$ cat src/rtl/cal_rom_sequencer.sv
// cal_rom_sequencer
// Walks the calibration config ROM from a start strobe. Each entry is
// {burst length, instruction, address}. The sequencer fetches an entry from the
// registered-read ROM and issues it as a burst of command beats over a
// valid/ready interface. It stops at an OP_END entry, or after the last ROM entry.
//
// Optional build macro: CAL_ROM_SEQ_JUMP_EN
//   Defined  : OP_JUMP entries redirect the ROM pointer without issuing beats.
//              A target >= DEPTH ends the program. A run of 16 jumps with no
//              beat in between also ends it, so a jump loop cannot hang.
//   Undefined: OP_JUMP is an ordinary instruction.
//
// Ports
//   clk_i, rst_n_i      clock, asynchronous active-low reset
//   start_i             start strobe, sampled only in IDLE
//   abort_i             abandon the program and return to IDLE (highest priority)
//   rom_addr_o          registered ROM read address
//   rom_data_i          ROM word, valid one cycle after rom_addr_o
//   cmd_valid_o/ready_i beat handshake toward the calibration executor
//   cmd_instr_o         instruction of the current beat
//   cmd_addr_o          entry address + beat index (wraps)
//   cmd_last_o          final beat of the entry
//   busy_o              not IDLE
//   done_o              one-cycle pulse on program completion (not on abort)
module cal_rom_sequencer #(
  parameter int DATA_WIDTH     = 32,
  parameter int ADDR_WIDTH     = 6,
  parameter int DEPTH          = 64,
  parameter int BL_WIDTH       = 8,
  parameter int INSTR_WIDTH    = 8,
  parameter int CMD_ADDR_WIDTH = 16,
  parameter logic [INSTR_WIDTH-1:0] OP_END  = 8'hFF,
  parameter logic [INSTR_WIDTH-1:0] OP_JUMP = 8'hFE
) (
  input  logic                      clk_i,
  input  logic                      rst_n_i,
  input  logic                      start_i,
  input  logic                      abort_i,
  output logic [ADDR_WIDTH-1:0]     rom_addr_o,
  input  logic [DATA_WIDTH-1:0]     rom_data_i,
  output logic                      cmd_valid_o,
  input  logic                      cmd_ready_i,
  output logic [INSTR_WIDTH-1:0]    cmd_instr_o,
  output logic [CMD_ADDR_WIDTH-1:0] cmd_addr_o,
  output logic                      cmd_last_o,
  output logic                      busy_o,
  output logic                      done_o
);

  typedef enum logic [2:0] {
    S_IDLE  = 3'd0,
    S_FETCH = 3'd1,
    S_LOAD  = 3'd2,
    S_ISSUE = 3'd3,
    S_DONE  = 3'd4
  } state_e;

  localparam logic [ADDR_WIDTH-1:0] LAST_ADDR = ADDR_WIDTH'(DEPTH - 1);

  state_e                    state_q;
  logic [ADDR_WIDTH-1:0]     rom_addr_q;
  logic [BL_WIDTH-1:0]       beat_q;      // beat index within the entry
  logic [BL_WIDTH-1:0]       last_idx_q;  // eff_bl - 1
  logic                      cmd_valid_q;
  logic                      cmd_last_q;
  logic [INSTR_WIDTH-1:0]    cmd_instr_q;
  logic [CMD_ADDR_WIDTH-1:0] cmd_addr_q;
  logic                      done_q;

  // Field decode of the ROM word presented during LOAD.
  logic [BL_WIDTH-1:0]       ld_bl;
  logic [INSTR_WIDTH-1:0]    ld_instr;
  logic [CMD_ADDR_WIDTH-1:0] ld_addr;
  logic [BL_WIDTH-1:0]       ld_last_idx;

  assign ld_bl    = rom_data_i[DATA_WIDTH-1 -: BL_WIDTH];
  assign ld_instr = rom_data_i[CMD_ADDR_WIDTH +: INSTR_WIDTH];
  assign ld_addr  = rom_data_i[CMD_ADDR_WIDTH-1:0];
  // A stored burst length of 0 behaves as 1, so the last index is 0 either way.
  assign ld_last_idx = (ld_bl == '0) ? '0 : ld_bl - BL_WIDTH'(1);

  logic [BL_WIDTH-1:0]       beat_d;
  logic [CMD_ADDR_WIDTH-1:0] cmd_addr_d;
  logic [ADDR_WIDTH-1:0]     rom_addr_d;
  logic                      hs;

  assign beat_d     = beat_q + BL_WIDTH'(1);
  assign cmd_addr_d = cmd_addr_q + CMD_ADDR_WIDTH'(1);  // modulo 2**CMD_ADDR_WIDTH
  assign rom_addr_d = rom_addr_q + ADDR_WIDTH'(1);
  assign hs         = cmd_valid_q & cmd_ready_i;

`ifdef CAL_ROM_SEQ_JUMP_EN
  logic [3:0]            jmp_cnt_q;  // jumps since the last accepted beat
  logic [ADDR_WIDTH-1:0] ld_tgt;
  assign ld_tgt = ld_addr[ADDR_WIDTH-1:0];
`else
  logic unused_op_jump;
  assign unused_op_jump = ^OP_JUMP;
`endif

  always_ff @(posedge clk_i or negedge rst_n_i) begin
    if (!rst_n_i) begin
      state_q     <= S_IDLE;
      rom_addr_q  <= '0;
      beat_q      <= '0;
      last_idx_q  <= '0;
      cmd_valid_q <= 1'b0;
      cmd_last_q  <= 1'b0;
      cmd_instr_q <= '0;
      cmd_addr_q  <= '0;
      done_q      <= 1'b0;
`ifdef CAL_ROM_SEQ_JUMP_EN
      jmp_cnt_q   <= '0;
`endif
    end else if (abort_i) begin
      // Abort wins over everything, including a start in IDLE. A beat handshaking
      // in this cycle has already been taken by the executor. Nothing to undo.
      state_q     <= S_IDLE;
      cmd_valid_q <= 1'b0;
      cmd_last_q  <= 1'b0;
      done_q      <= 1'b0;
    end else begin
      case (state_q)
        S_IDLE: begin
          done_q <= 1'b0;
          if (start_i) begin
            rom_addr_q <= '0;
            state_q    <= S_FETCH;
`ifdef CAL_ROM_SEQ_JUMP_EN
            jmp_cnt_q  <= '0;
`endif
          end
        end

        // rom_addr_q is stable here. The ROM registers the word at this edge.
        S_FETCH: state_q <= S_LOAD;

        S_LOAD: begin
          cmd_instr_q <= ld_instr;
          cmd_addr_q  <= ld_addr;
          last_idx_q  <= ld_last_idx;
          beat_q      <= '0;
          if (ld_instr == OP_END) begin
            state_q <= S_DONE;
            done_q  <= 1'b1;
          end
`ifdef CAL_ROM_SEQ_JUMP_EN
          else if (ld_instr == OP_JUMP) begin
            if ((int'(ld_tgt) >= DEPTH) || (jmp_cnt_q == 4'hF)) begin
              state_q <= S_DONE;
              done_q  <= 1'b1;
            end else begin
              rom_addr_q <= ld_tgt;
              jmp_cnt_q  <= jmp_cnt_q + 4'd1;
              state_q    <= S_FETCH;
            end
          end
`endif
          else begin
            cmd_valid_q <= 1'b1;
            cmd_last_q  <= (ld_last_idx == '0);
            state_q     <= S_ISSUE;
          end
        end

        // Without a handshake no register changes, so the beat is held stable.
        S_ISSUE: begin
          if (hs) begin
`ifdef CAL_ROM_SEQ_JUMP_EN
            jmp_cnt_q <= '0;
`endif
            if (cmd_last_q) begin
              cmd_valid_q <= 1'b0;
              cmd_last_q  <= 1'b0;
              if (rom_addr_q == LAST_ADDR) begin
                // ROM exhausted. The pointer stays at the last entry.
                state_q <= S_DONE;
                done_q  <= 1'b1;
              end else begin
                rom_addr_q <= rom_addr_d;
                state_q    <= S_FETCH;
              end
            end else begin
              beat_q     <= beat_d;
              cmd_addr_q <= cmd_addr_d;
              cmd_last_q <= (beat_d == last_idx_q);
            end
          end
        end

        S_DONE: begin
          done_q  <= 1'b0;
          state_q <= S_IDLE;
        end

        default: begin
          state_q     <= S_IDLE;
          cmd_valid_q <= 1'b0;
          cmd_last_q  <= 1'b0;
          done_q      <= 1'b0;
        end
      endcase
    end
  end

  assign rom_addr_o  = rom_addr_q;
  assign cmd_valid_o = cmd_valid_q;
  assign cmd_instr_o = cmd_instr_q;
  assign cmd_addr_o  = cmd_addr_q;
  assign cmd_last_o  = cmd_last_q;
  assign busy_o      = (state_q != S_IDLE);
  assign done_o      = done_q;

endmodule

$ cat config.mk
export PLATFORM = sky130hd
export DESIGN_NAME = cal_rom_sequencer
export DESIGN_NICKNAME = d
export VERILOG_FILES = /design/src/rtl/cal_rom_sequencer.sv
export SDC_FILE = /design/constraint.sdc
export NUM_CORES = 1
export LEC_CHECK = 0
export BUFFER_PORTS_ARGS = -buffer_cell sky130_fd_sc_hd__buf_2
export CAP_MARGIN = 10
export CORE_AREA = 3 3 83 105
export DETAILED_ROUTE_END_ITERATION = 6
export DIE_AREA = 0 0 86 108
export MAX_ROUTING_LAYER = met4
export PLACE_DENSITY = 0.7
export SETUP_SLACK_MARGIN = 0.1
export SLEW_MARGIN = 20
export SYNTH_ARGS = -nofsm -noshare
export SYNTH_HDL_FRONTEND = slang
export SYNTH_SLANG_ARGS = --single-unit
$ cat constraint.sdc
create_clock -name clk_i -period 4.4 [get_ports clk_i]
set_clock_uncertainty 0.05 [all_clocks]
set_input_delay 1.32 -clock clk_i [delete_from_list [all_inputs] [get_ports clk_i]]
set_output_delay 1.32 -clock clk_i [all_outputs]
set_load 0.005 [all_outputs]
-- Yosys cells after proc, flatten, opt, wreduce, memory -nomap -nowiden
Cells that the tools add are included.
- register bits after elaboration: 52
- input port bits: 37
- word-level logic and storage cells: 84
- $add $sub $neg: 4
- mux-type cells: 35
- equality and inequality tests: 20
- bitwise logic cells: 2
- reduce and logical (&&, ||, !) cells: 14
- operators by type and width (cell ; number):
    $mux W16 ; 2
    $pmux W16 S2 ; 1
    $mux W6 ; 4
    $mux W8 ; 3
    $mux W3 ; 6
    $ne A3 B3 Y1 const B ; 6
    $add A16 B1 Y16 const B ; 1
    $logic_not A8 Y1 ; 2
    $pmux W8 S2 ; 1
    $mux W1 ; 13
    $ne A2 B2 Y1 const B ; 6
    $pmux W3 S4 ; 1
    $pmux W6 S2 ; 1
    $pmux W1 S3 ; 3
    $add A8 B1 Y8 const B ; 1
    $eq A8 B8 Y1 ; 1
    $eq A8 B8 Y1 const B ; 1
    $reduce_and A4 Y1 ; 2
    $sub A8 B1 Y8 const B ; 1
    $add A6 B1 Y6 const B ; 1
    $eq A3 B2 Y1 const B ; 2
    $eq A6 B6 Y1 const B ; 1
    $reduce_and A3 Y1 ; 2
    $reduce_and A6 Y1 ; 1
    11 further kinds ; 12

-- Logic depth before layout (Yosys ltp)
- depth after elaboration: 6
- mapped depth: 7
- mapped depth without buffers: 7

-- Worst setup path after synthesis
OpenSTA, ideal clock, no wires.
- kind: in2reg
- from: in abort_i
- to: reg beat_q[4]
- data arrival time: 2.418 ns
- buffers on the path: 2
- stages on the path: 6
- setup slack: 1.798 ns
- path through: or3b_4 > a21o_1 > buf_2 > clkbuf_1 > o21ai_0 > o31ai_1
- word-level cells in the longest chain between the ends: 2
- ends and longest elaborated chain (what ; RTL line ; text):
    start, declared ; 38 ; input logic abort_i,
    $not A1 Y1 (no line) ; - ;
    $reduce_and A4 Y1 (no line) ; - ;
    end signal, assigned ; 184 ; beat_q <= beat_d;
    end, declared ; 62 ; logic [BL_WIDTH-1:0] beat_q;
Every way passes these cells.
A chain may end at the register's enable or synchronous reset.

-- Final worst setup path
- from: reg state_q[0]
- to: reg rom_addr_q[4], in the netlist rom_addr_o[4]
- word-level cells in the longest chain between the ends: 3
- elaborated cells on any way between the ends: 9
- classes of those cells: eq/ne (5); mux (1); reduce/logical (3)
- ends and longest elaborated chain (what ; RTL line ; text):
    start, declared ; 60 ; state_e state_q;
    start signal, assigned ; 103 ; state_q <= S_IDLE;
    start signal, assigned ; 118 ; state_q <= S_IDLE;
    start signal, assigned ; 128 ; state_q <= S_FETCH;
    $eq A3 B2 Y1 or $logic_not A3 Y1 (tied branches) ; 123 ; case (state_q)
    $ne A2 B2 Y1 (no line) or $reduce_bool A2 Y1 (tied branches) ; - ;
    $reduce_and A6 Y1 (no line) ; - ;
    end signal, assigned ; 180 ; rom_addr_q <= rom_addr_d;
    end, declared ; 61 ; logic [ADDR_WIDTH-1:0] rom_addr_q;
Several ways; a longest one is shown, not always the timed one.

==> metrics.txt <==
die area 9290 µm²; deepest clock path buffer count 2; Detail Route Antenna Nets 0; netlist area before placement 3090 µm²; Root Buffer clkbuf_8; RSZ-0062 raised after global routing no; worst r2r src state_q[0]; CTS buffer count 5; synth top area cells dfrtp_1 42%, nand2_1 7.1%, o21ai_0 6.3%, nor2_1 3.2%, a21oi_1 3.1%; DR pass1 iterations 5; crit end category register; Synth Flop Type dfrtp_1; top-area cell type share of the netlist area 0.421; sequential element share of the synthesized area 0.421; Psw 556 µW; Die Span X 86 µm; clock group share of total power 0.180; Port Buffers 70; # DRC 0; PostCTS Resize Cnt 0; gr ovfl total 0; CTS tree built; startpoint types register; GP Congestion 0.833; antenna violations before repair 0; worst vdd ir 0.000191 V; H-Tree Depth 2; Finished Cell Area 3570 µm²; Flop pwr share 0.513; DP HPWL 5.41 mm; Async SR Flop Fraction 1.00; number of enable flip-flop cells after synthesis 0; worst-path fanout max 32; fillcell total 801; cell accounting for the most synthesized area dfrtp_1; layout cell share with drive strength beyond 1 0.207; first-pass GRT wire length 12.5 mm; WL final 7.32 mm; Comb pwr share 0.307; Synth cell types 59; worst slew pin tran 1030 ps; Core ar. 7790 µm²; Switching Share 0.364; syn_nets 409; vias 2907; max_cap viols 0; Cell Int Power 974 µW; Setup-failing EPs final 0; Final Cycle Share 0.669; register bit total from synthesis 52; pwr dens 428 nW/µm²; final net count 467; total track usage 0.168; Util after Layout 0.458; Detailed Route Iter0 Violations 171; Clk Latency, worst-skew pair 310 ps; vias in the first global route 2743; Setup TNS Final 0 ps; non-filler instance count after layout 521; Setup WS pre-CTS 1150 ps; Clk pin slew, worst setup/hold paths 100 ps; Leak Pwr 1.62 nW; vias per std cell 5.58; post-placement cell area 3480 µm²; Clock Sinks 52; slew margin rel. 0.317; DP Cell Count 513; pin count of the biggest net entering global routing 38; Syn. warnings 0; area grow syn2layout 15.6%; # diodes 0; min cycle time layout 2940 ps; most common cell after layout, fill and taps aside buf_2; CP startpoint state_q[0]; Row Count 36; WP data required 4590 ps; Hold Violations, Final 0; outcome finished, final reports clean; Routed WL per cell 14.1 µm; Post-CTS Setup Bufs 0; Worst Hold Class reg2reg; post-cts hold buffer count 0; CP arrival 3130 ps; Initial Util 0.396; Final Worst Setup Slack 1460 ps; Achievable Freq 340 MHz; Final Max Slew Viols 0; top-level I/O count 71; leading cell types in the layout, fill and taps excluded 70 x buf_2, 58 x nand2_1, 52 x dfrtp_1; average cell area after synthesis 8.41 µm²; critical path class reg2reg; flop2flop setup slack 1460 ps; die height 108 µm; HP Start cmd_instr_o[2]; Post-Syn Instances 367
Yosys cell counts, drive strengths merged, types with 4 or more instances:
cell type	n
a21oi	20
a2bb2oi	5
a31oi	8
and3	4
buf	9
clkbuf	12
dfrtp	52
ha	5
inv	11
nand2	58
nand3	17
nand4	13
nor2	27
nor3	8
nor3b	4
o21ai	42
o31ai	5
xnor2	8
xor2	7
critical path: stages, from the launching register on:
cell and delay, ps:
dfrtp_1 640, and3b_1 930, nand2_1 170, a221o_1 490
or4_1 500, nand3_1 100
kinds of logic after synthesis:
family / synth area share
AO/OA/AOI/OAI: 0.227
XOR/XNOR: 0.0425
adder cells (fa/ha/maj): 0.0203
buffers and inverters: 0.0425
flip-flops: 0.421
multiplexers: 0.00648
AND/OR/NAND/NOR: 0.239
per-stage QoR:
step	power, mW	hold WS, ps
4_1_cts	1.55	438
6_report	1.53	432
2_1_floorplan	1.06	418
3_5_place_dp	1.27	407
5_1_grt	1.66	454
3_3_place_gp	1.25	408
layer usage:
metal | global-route usage | up-vias | part of all wire
met3 | 0.0297 | 6 | 0.058
met4 | 0.0441 | 0 | 0.0096
met2 | 0.276 | 79 | 0.49
met1 | 0.213 | 1368 | 0.44
li1 | - | 1454 | -
met5 | - | - | 0
final cells by class:
class                      count  area (µm²)  share of cell area
multi-input combinational    283        1660               0.464
sequential                    52        1300               0.364
clock inverter                 2        16.3             0.00456
inverter                      11        41.3              0.0116
timing repair buffer          72         365               0.102
tap                           95         119              0.0333
clock buffer                   6        72.6              0.0203
power by group through the flow:
stage                     Sequential (mW)  Combinational (mW)  Clock (mW)
after floorplan                     0.762               0.294           0
after global placement              0.789               0.463           0
after detailed placement            0.793               0.477           0
after CTS                           0.784               0.478       0.286
after global routing                0.814               0.546       0.304
final                               0.785               0.469       0.276
worst paths after layout:
check | end | depth (start not counted)
max | rom_addr_o[4] | 5
min | cmd_instr_o[2] | 2
max reg2reg | rom_addr_o[4] | 5
min reg2reg | cmd_instr_o[2] | 2
max in group asynchronous | beat_q[7] | 2
min in group asynchronous | cmd_instr_o[1] | 1
registers in the layout, indices dropped and copies added (netlist names):
name and cells:
beat_q 8, cmd_addr_o 16, cmd_instr_o 8, cmd_last_o 1
cmd_valid_o 1, done_o 1, last_idx_q 8, rom_addr_o 6
state_q 3
No activity file was read; power rests on OpenSTA's default activity.
